--- config.mk ---
export PLATFORM = sky130hd
export DESIGN_NAME = vga_pixel_stream_buffer_flat
export DESIGN_NICKNAME = d
export VERILOG_FILES = /design/src/rtl/vga_pixel_stream_buffer_if.sv /design/src/rtl/vga_pixel_stream_buffer.sv /design/src/flat_wrapper.sv
export SDC_FILE = /design/constraint.sdc
export NUM_CORES = 1
export LEC_CHECK = 0
export CAP_MARGIN = 10
export CORE_ASPECT_RATIO = 2
export CORE_UTILIZATION = 54
export DETAILED_ROUTE_END_ITERATION = 10
export GPL_TIMING_DRIVEN = 0
export PLACE_DENSITY = 0.76
export SLEW_MARGIN = 40
export SYNTH_ARGS = -nofsm -noshare
export SYNTH_HDL_FRONTEND = slang
export SYNTH_SLANG_ARGS = --single-unit
--- constraint.sdc ---
create_clock -name clk -period 4.9 [get_ports clk]
set_clock_uncertainty 0.05 [all_clocks]
set_input_delay 0.49 -clock clk [delete_from_list [all_inputs] [get_ports clk]]
set_output_delay 0.49 -clock clk [all_outputs]
set_load 0.01 [all_outputs]
--- src/rtl/vga_pixel_stream_buffer_if.sv ---
`default_nettype none
// =============================================================================
// vga_pixel_stream_buffer_if : valid/ready pixel stream with start-of-frame tag (rev 1.0)
// =============================================================================
interface vga_pixel_stream_buffer_if #(
  parameter int CD = 12
);
  logic [CD-1:0] rgb;
  logic          sof;
  logic          valid;
  logic          ready;

  modport master (output rgb, output sof, output valid, input ready);
  modport slave  (input rgb, input sof, input valid, output ready);
endinterface
`default_nettype wire

--- src/rtl/vga_pixel_stream_buffer.sv ---
`default_nettype none
// =============================================================================
// vga_pixel_stream_buffer : frame-aligning pixel FIFO ahead of the VGA sync circuit (rev 1.0)
// =============================================================================
module vga_pixel_stream_buffer #(
  parameter int          CD    = 12,
  parameter int          DEPTH = 16,
  parameter int          HD    = 640,
  parameter int          VD    = 480,
  parameter int          HT    = 800,
  parameter int          VT    = 525,
  parameter logic [CD-1:0] FILL = '0
) (
  input  logic                          clk,
  input  logic                          reset,
  vga_pixel_stream_buffer_if.slave      s,
  input  logic [10:0]                   hc,
  input  logic [10:0]                   vc,
  input  logic                          pix_en,
  output logic [CD-1:0]                 vga_si_rgb,
  output logic                          locked,
  output logic                          underflow,
  output logic                          sync_err,
  input  logic                          clr_status
);

  localparam int AW = $clog2(DEPTH);
  localparam logic [10:0]   c_ht_last = 11'(HT - 1);
  localparam logic [10:0]   c_vt_last = 11'(VT - 1);
  localparam logic [10:0]   c_hd      = 11'(HD);
  localparam logic [10:0]   c_vd      = 11'(VD);
  localparam logic [AW:0]   c_full    = (AW+1)'(DEPTH);
  localparam logic [AW:0]   c_cnt_one = (AW+1)'(1);
  localparam logic [AW-1:0] c_ptr_one = AW'(1);

  typedef enum logic [1:0] {
    ST_SEEK   = 2'd0,
    ST_ALIGN  = 2'd1,
    ST_STREAM = 2'd2
  } state_t;

  state_t        r_state, w_state_n;
  logic [CD:0]   r_mem [DEPTH];
  logic [AW-1:0] r_wr_ptr, r_rd_ptr;
  logic [AW:0]   r_count;
  logic [CD-1:0] r_rgb, w_rgb_n;
  logic          r_locked, w_locked_n;
  logic          r_underflow, r_sync_err;
  logic          w_uf_set, w_se_set, w_pop, w_push, w_full, w_empty;
  logic [CD:0]   w_head;
  logic          w_head_sof, w_h_wrap, w_next_vis, w_next_org;
  logic [10:0]   w_nh, w_nv;

  // Ready is held low through the reset cycle even though the FIFO is combinationally empty
  assign w_full     = (r_count == c_full);
  assign w_empty    = (r_count == '0);
  assign s.ready    = !w_full && !reset;
  assign w_push     = s.valid && s.ready;
  assign w_head     = r_mem[r_rd_ptr];
  assign w_head_sof = w_head[CD];

  // Raster position the frame counter moves to on this pix_en
  assign w_h_wrap   = (hc == c_ht_last);
  assign w_nh       = w_h_wrap ? 11'd0 : hc + 11'd1;
  assign w_nv       = w_h_wrap ? ((vc == c_vt_last) ? 11'd0 : vc + 11'd1) : vc;
  assign w_next_vis = (w_nh < c_hd) && (w_nv < c_vd);
  assign w_next_org = (w_nh == 11'd0) && (w_nv == 11'd0);

  always_comb begin
    w_state_n  = r_state;
    w_rgb_n    = FILL;
    w_locked_n = r_locked;
    w_pop      = 1'b0;
    w_uf_set   = 1'b0;
    w_se_set   = 1'b0;
    case (r_state)
      ST_SEEK: begin
        w_locked_n = 1'b0;
        if (!w_empty) begin
          if (w_head_sof) w_state_n = ST_ALIGN;
          else            w_pop     = 1'b1;
        end
      end
      ST_ALIGN: begin
        if (pix_en && w_next_org && !w_empty && w_head_sof) begin
          w_pop      = 1'b1;
          w_rgb_n    = w_head[CD-1:0];
          w_locked_n = 1'b1;
          w_state_n  = ST_STREAM;
        end
      end
      ST_STREAM: begin
        if (pix_en) begin
          if (!w_next_vis) begin
            w_rgb_n = '0;
          end else if (w_empty) begin
            w_uf_set = 1'b1;
          end else if (w_next_org && !w_head_sof) begin
            w_se_set   = 1'b1;
            w_locked_n = 1'b0;
            w_state_n  = ST_SEEK;
          end else if (!w_next_org && w_head_sof) begin
            w_se_set   = 1'b1;
            w_locked_n = 1'b0;
            w_state_n  = ST_ALIGN;
          end else begin
            w_pop   = 1'b1;
            w_rgb_n = w_head[CD-1:0];
          end
        end
      end
      default: w_state_n = ST_SEEK;
    endcase
  end

  always_ff @(posedge clk) begin
    if (w_push) r_mem[r_wr_ptr] <= {s.sof, s.rgb};
  end

  always_ff @(posedge clk) begin
    if (reset) begin
      r_state     <= ST_SEEK;
      r_rgb       <= FILL;
      r_locked    <= 1'b0;
      r_underflow <= 1'b0;
      r_sync_err  <= 1'b0;
      r_wr_ptr    <= '0;
      r_rd_ptr    <= '0;
      r_count     <= '0;
    end else begin
      r_state  <= w_state_n;
      r_locked <= w_locked_n;
      if (pix_en) r_rgb <= w_rgb_n;
      // A flag event outranks a simultaneous clear
      r_underflow <= w_uf_set | (r_underflow & ~clr_status);
      r_sync_err  <= w_se_set | (r_sync_err & ~clr_status);
      if (w_push) r_wr_ptr <= r_wr_ptr + c_ptr_one;
      if (w_pop)  r_rd_ptr <= r_rd_ptr + c_ptr_one;
      case ({w_push, w_pop})
        2'b10:   r_count <= r_count + c_cnt_one;
        2'b01:   r_count <= r_count - c_cnt_one;
        default: r_count <= r_count;
      endcase
    end
  end

  assign vga_si_rgb = r_rgb;
  assign locked     = r_locked;
  assign underflow  = r_underflow;
  assign sync_err   = r_sync_err;

endmodule
`default_nettype wire
--- src/flat_wrapper.sv ---
// flat-port wrapper written by rule: the top's interface ports become plain ports
module vga_pixel_stream_buffer_flat 
#(
  parameter int          CD    = 12,
  parameter int          DEPTH = 16,
  parameter int          HD    = 640,
  parameter int          VD    = 480,
  parameter int          HT    = 800,
  parameter int          VT    = 525,
  parameter logic [CD-1:0] FILL = '0
)
  (clk, reset, hc, vc, pix_en, vga_si_rgb, locked, underflow, sync_err, clr_status, s_rgb, s_sof, s_valid, s_ready);
  vga_pixel_stream_buffer_if #(.CD(CD)) s_i ();
  input  logic clk;
  input  logic reset;
  input  logic [10:0] hc;
  input  logic [10:0] vc;
  input  logic pix_en;
  output logic [CD-1:0] vga_si_rgb;
  output logic locked;
  output logic underflow;
  output logic sync_err;
  input  logic clr_status;
  input wire logic [$bits(s_i.rgb)-1:0] s_rgb;
  input wire logic [$bits(s_i.sof)-1:0] s_sof;
  input wire logic [$bits(s_i.valid)-1:0] s_valid;
  output wire logic [$bits(s_i.ready)-1:0] s_ready;
  assign s_i.rgb = s_rgb;
  assign s_i.sof = s_sof;
  assign s_i.valid = s_valid;
  assign s_ready = s_i.ready;
  vga_pixel_stream_buffer #(.CD(CD), .DEPTH(DEPTH), .HD(HD), .VD(VD), .HT(HT), .VT(VT), .FILL(FILL)) u_core (.clk(clk), .reset(reset), .s(s_i), .hc(hc), .vc(vc), .pix_en(pix_en), .vga_si_rgb(vga_si_rgb), .locked(locked), .underflow(underflow), .sync_err(sync_err), .clr_status(clr_status));
endmodule
==> flow_summary.ini <==
[placed_design]
finalWeightedCongestion = 0.8327
port_buffers = 53
hpwl_um = 15290

[worst_setup_path]
cp_max_fo = 7
required_ns = 5.22
end_kind = flop
critPathKind = primary input to flop
start_kind = primary input
arrival_ns = 5.00

[floorplan]
core-area_sq_um = 18310
start_util_pct = 55.03
ioPinCount = 56
fp-row-count = 70
dieArea_sq_um = 19240
dieWidth_um = 98.58
die_h_um = 195.2

[yosys]
synth_most_common_cell = edfxtp_1
yosys.area.top_type = edfxtp_1
synth_ff_type = edfxtp_1
synth_edf_count = 208
ys_warn_count = 0
synth_cell_type_count = 62
synth_area_sq_um = 10070
synth-seq-area-share_pct = 68.76
synth_area_leaders = edfxtp_1 62%, mux4_2 14%, dfxtp_1 6.8%
syn_inst = 589
synth.top_cells.by_count = 208 x edfxtp_1, 64 x mux4_2, 34 x dfxtp_1
synth-seq-cells = 242
synth_top_area_share_pct = 62.00
async_flop_share_pct = 0
syn_nets = 647
synth.avg_cell_area_sq_um = 17.10

[power]
leakage_nw = 3.850
ir_drop_mv = 0.2866
p_per_area_nw_per_um2 = 421.3

[route]
drt_iter0_drc = 367
drc = 0
ant_nets = 0
drt-vias-per-instance = 6.245
drt_first_pass_iters = 4
vias = 5702
routed_wl_um = 22920
detail_route.wl_per_cell_um = 25.10

[sta]
worst_pin_slew_ns = 0.8557
final_hold_viol_count = 0
finalSetupViolations = 0
max-slew-margin-rel_pct = 42.95
slew_violations = 0
period_needed_ns = 4.687
holdWs_ns = 0.3968
max_freq_mhz = 213.4
fin_crit_sh_pct = 95.65
rsz0062_at_grt = false

[grt]
grtUsageTotal_pct = 24.59
grt_pass1_wl_um = 34380
antenna_found_initial = 0
grt-ovfl-total = 0
grt_pass1_vias = 6117
grt_max_degree = 18

[status]
status = finished clean

[clock_tree]
cts_tree = built
cts.sinks = 242
clkTransAtPathRegs_ns = 0.06
ctsHoldBuffers = 0
cts_root_buffer = clkbuf_16
h-tree-depth = 1
clockBufferDepth = 3
numCtsBuffers = 21
insertion_delay_ns = 0.50

[min_path]
min_path_type = flop to flop

[finish]
fillers = 1208
utilization_pct = 64.89
syn_to_final_growth_pct = 17.91
drive_above_1_share_pct = 22.38
diodes = 0
nNetsFinal = 741

[run]
maxCapViolCount = 0
-- final cells by class --
| class | count | area (sq um) | area share [%] |
|---|---|---|---|
| Inverter | 33 | 123.9 | 1.043 |
| Tap cell | 216 | 270.3 | 2.275 |
| Buffer | 26 | 112.6 | 0.9481 |
| Sequential cell | 242 | 6927 | 58.32 |
| Clock inverter | 10 | 97.59 | 0.8217 |
| Multi-Input combinational cell | 288 | 3109 | 26.18 |
| Clock buffer | 27 | 558.0 | 4.698 |
| Timing Repair Buffer | 71 | 679.4 | 5.720 |
-- through the flow --
step                setup slack (ns)  total power [mW]  instance area, sq um  setup TNS (ns)  instances
floorplan                     0.1962             3.065                 10070               0        589
global placement             -0.6321             3.310                 10870          -1.378        858
detailed placement           -0.7341             3.372                 11020          -1.925        867
CTS                          0.03012             5.008                 11740               0        909
global route                 0.04327             5.183                 11880               0        913
finish                        0.2133             5.005                 11880               0        913
-- power breakdown --
part | internal [mW] | total [mW] | switching, mW
Combinational | 0.505 | 1.07 | 0.563
Clock | 0.911 | 1.62 | 0.705
Sequential | 2.29 | 2.32 | 0.0333
Total | 3.70 | 5.00 | 1.30
-- path summary, 6_finish.rpt --
| path | from | end | slack, ns | cells after the start |
|---|---|---|---|---|
| max reg2reg | flop | u_core.r_count[3] | 0.79 | 17 |
| min reg2reg | u_core.vga_si_rgb[10] | u_core.vga_si_rgb[10] | 0.40 | 2 |
| min | u_core.vga_si_rgb[10] | u_core.vga_si_rgb[10] | 0.40 | 2 |
| max | vc[3] | u_core.r_count[3] | 0.21 | 19 |
-- state kept, by name (all words and copies together) (netlist names), named ones only --
| register | count |
|---|---|
| u_core.r_mem | 208 |
| u_core.vga_si_rgb | 12 |
| u_core.r_count | 5 |
| u_core.r_rd_ptr | 4 |
| u_core.r_wr_ptr | 4 |
| u_core.r_state | 2 |
| u_core.locked | 1 |
| u_core.sync_err | 1 |
| u_core.underflow | 1 |
-- logic make-up after synthesis --
logic type,after synthesis,share of synthesized area [%]
AND/OR/NAND/NOR,128,6.844
AO/OA/AOI/OAI,63,4.149
XOR/XNOR,10,0.8694
flip-flops,242,68.76
buffers and inverters,59,2.248
multiplexers,69,14.82
adder cells (fa/ha/maj),18,2.310
-- critical path: stages --
cell             delay [ns]
clkdlybuf4s50_1        0.61
nand4_1                0.18
or3_1                  0.41
o31a_1                 0.34
a311oi_2               0.30
and4_4                 0.31
ha_4                   0.14
nand3_1                0.06
or4_4                  0.53
a31oi_4                0.20
ha_4                   0.16
buf_4                  0.12
ha_1                   0.24
a21o_1                 0.21
a21oi_2                0.16
xor2_1                 0.22
nor2_1                 0.11
a21oi_1                0.15
nor2_1                 0.05
-- cells in the final DEF, fill, tap and decap left out, types with 8 or more instances in the layout --
cell type        Yosys  final
nor2_1              31     19
nand3_1              8      8
dfxtp_1             34     34
buf_2                3      8
clkbuf_16            0     21
buf_4                0     16
nor2_4               0     12
inv_1               32     32
edfxtp_1           208    208
a21oi_1             15     13
o21ai_1             10     10
nand4_1             11     11
clkbuf_1            15     18
mux4_2              64     64
clkdlybuf4s50_1      0     47
o21ai_0             11     11
nand2_1             26     26
ha_1                17     14
-- metal layers --
metal  share of wire (%)  GRT usage, %
met1                  33         25.77
met2                  56         46.66
met3                 5.6         3.329
met4                 5.8         13.21
met5                   0             0
-- what timing repair did --
action | in CTS | in global routing
endpoints found under the hold margin | 0 | 0
pin swaps | 3 | 9
resized for setup | 7 | 15
setup buffers | 5 | 3
setup endpoints to repair | 2 | 2
gates cloned | 0 | 0
No activity file was read; power rests on OpenSTA's default activity.
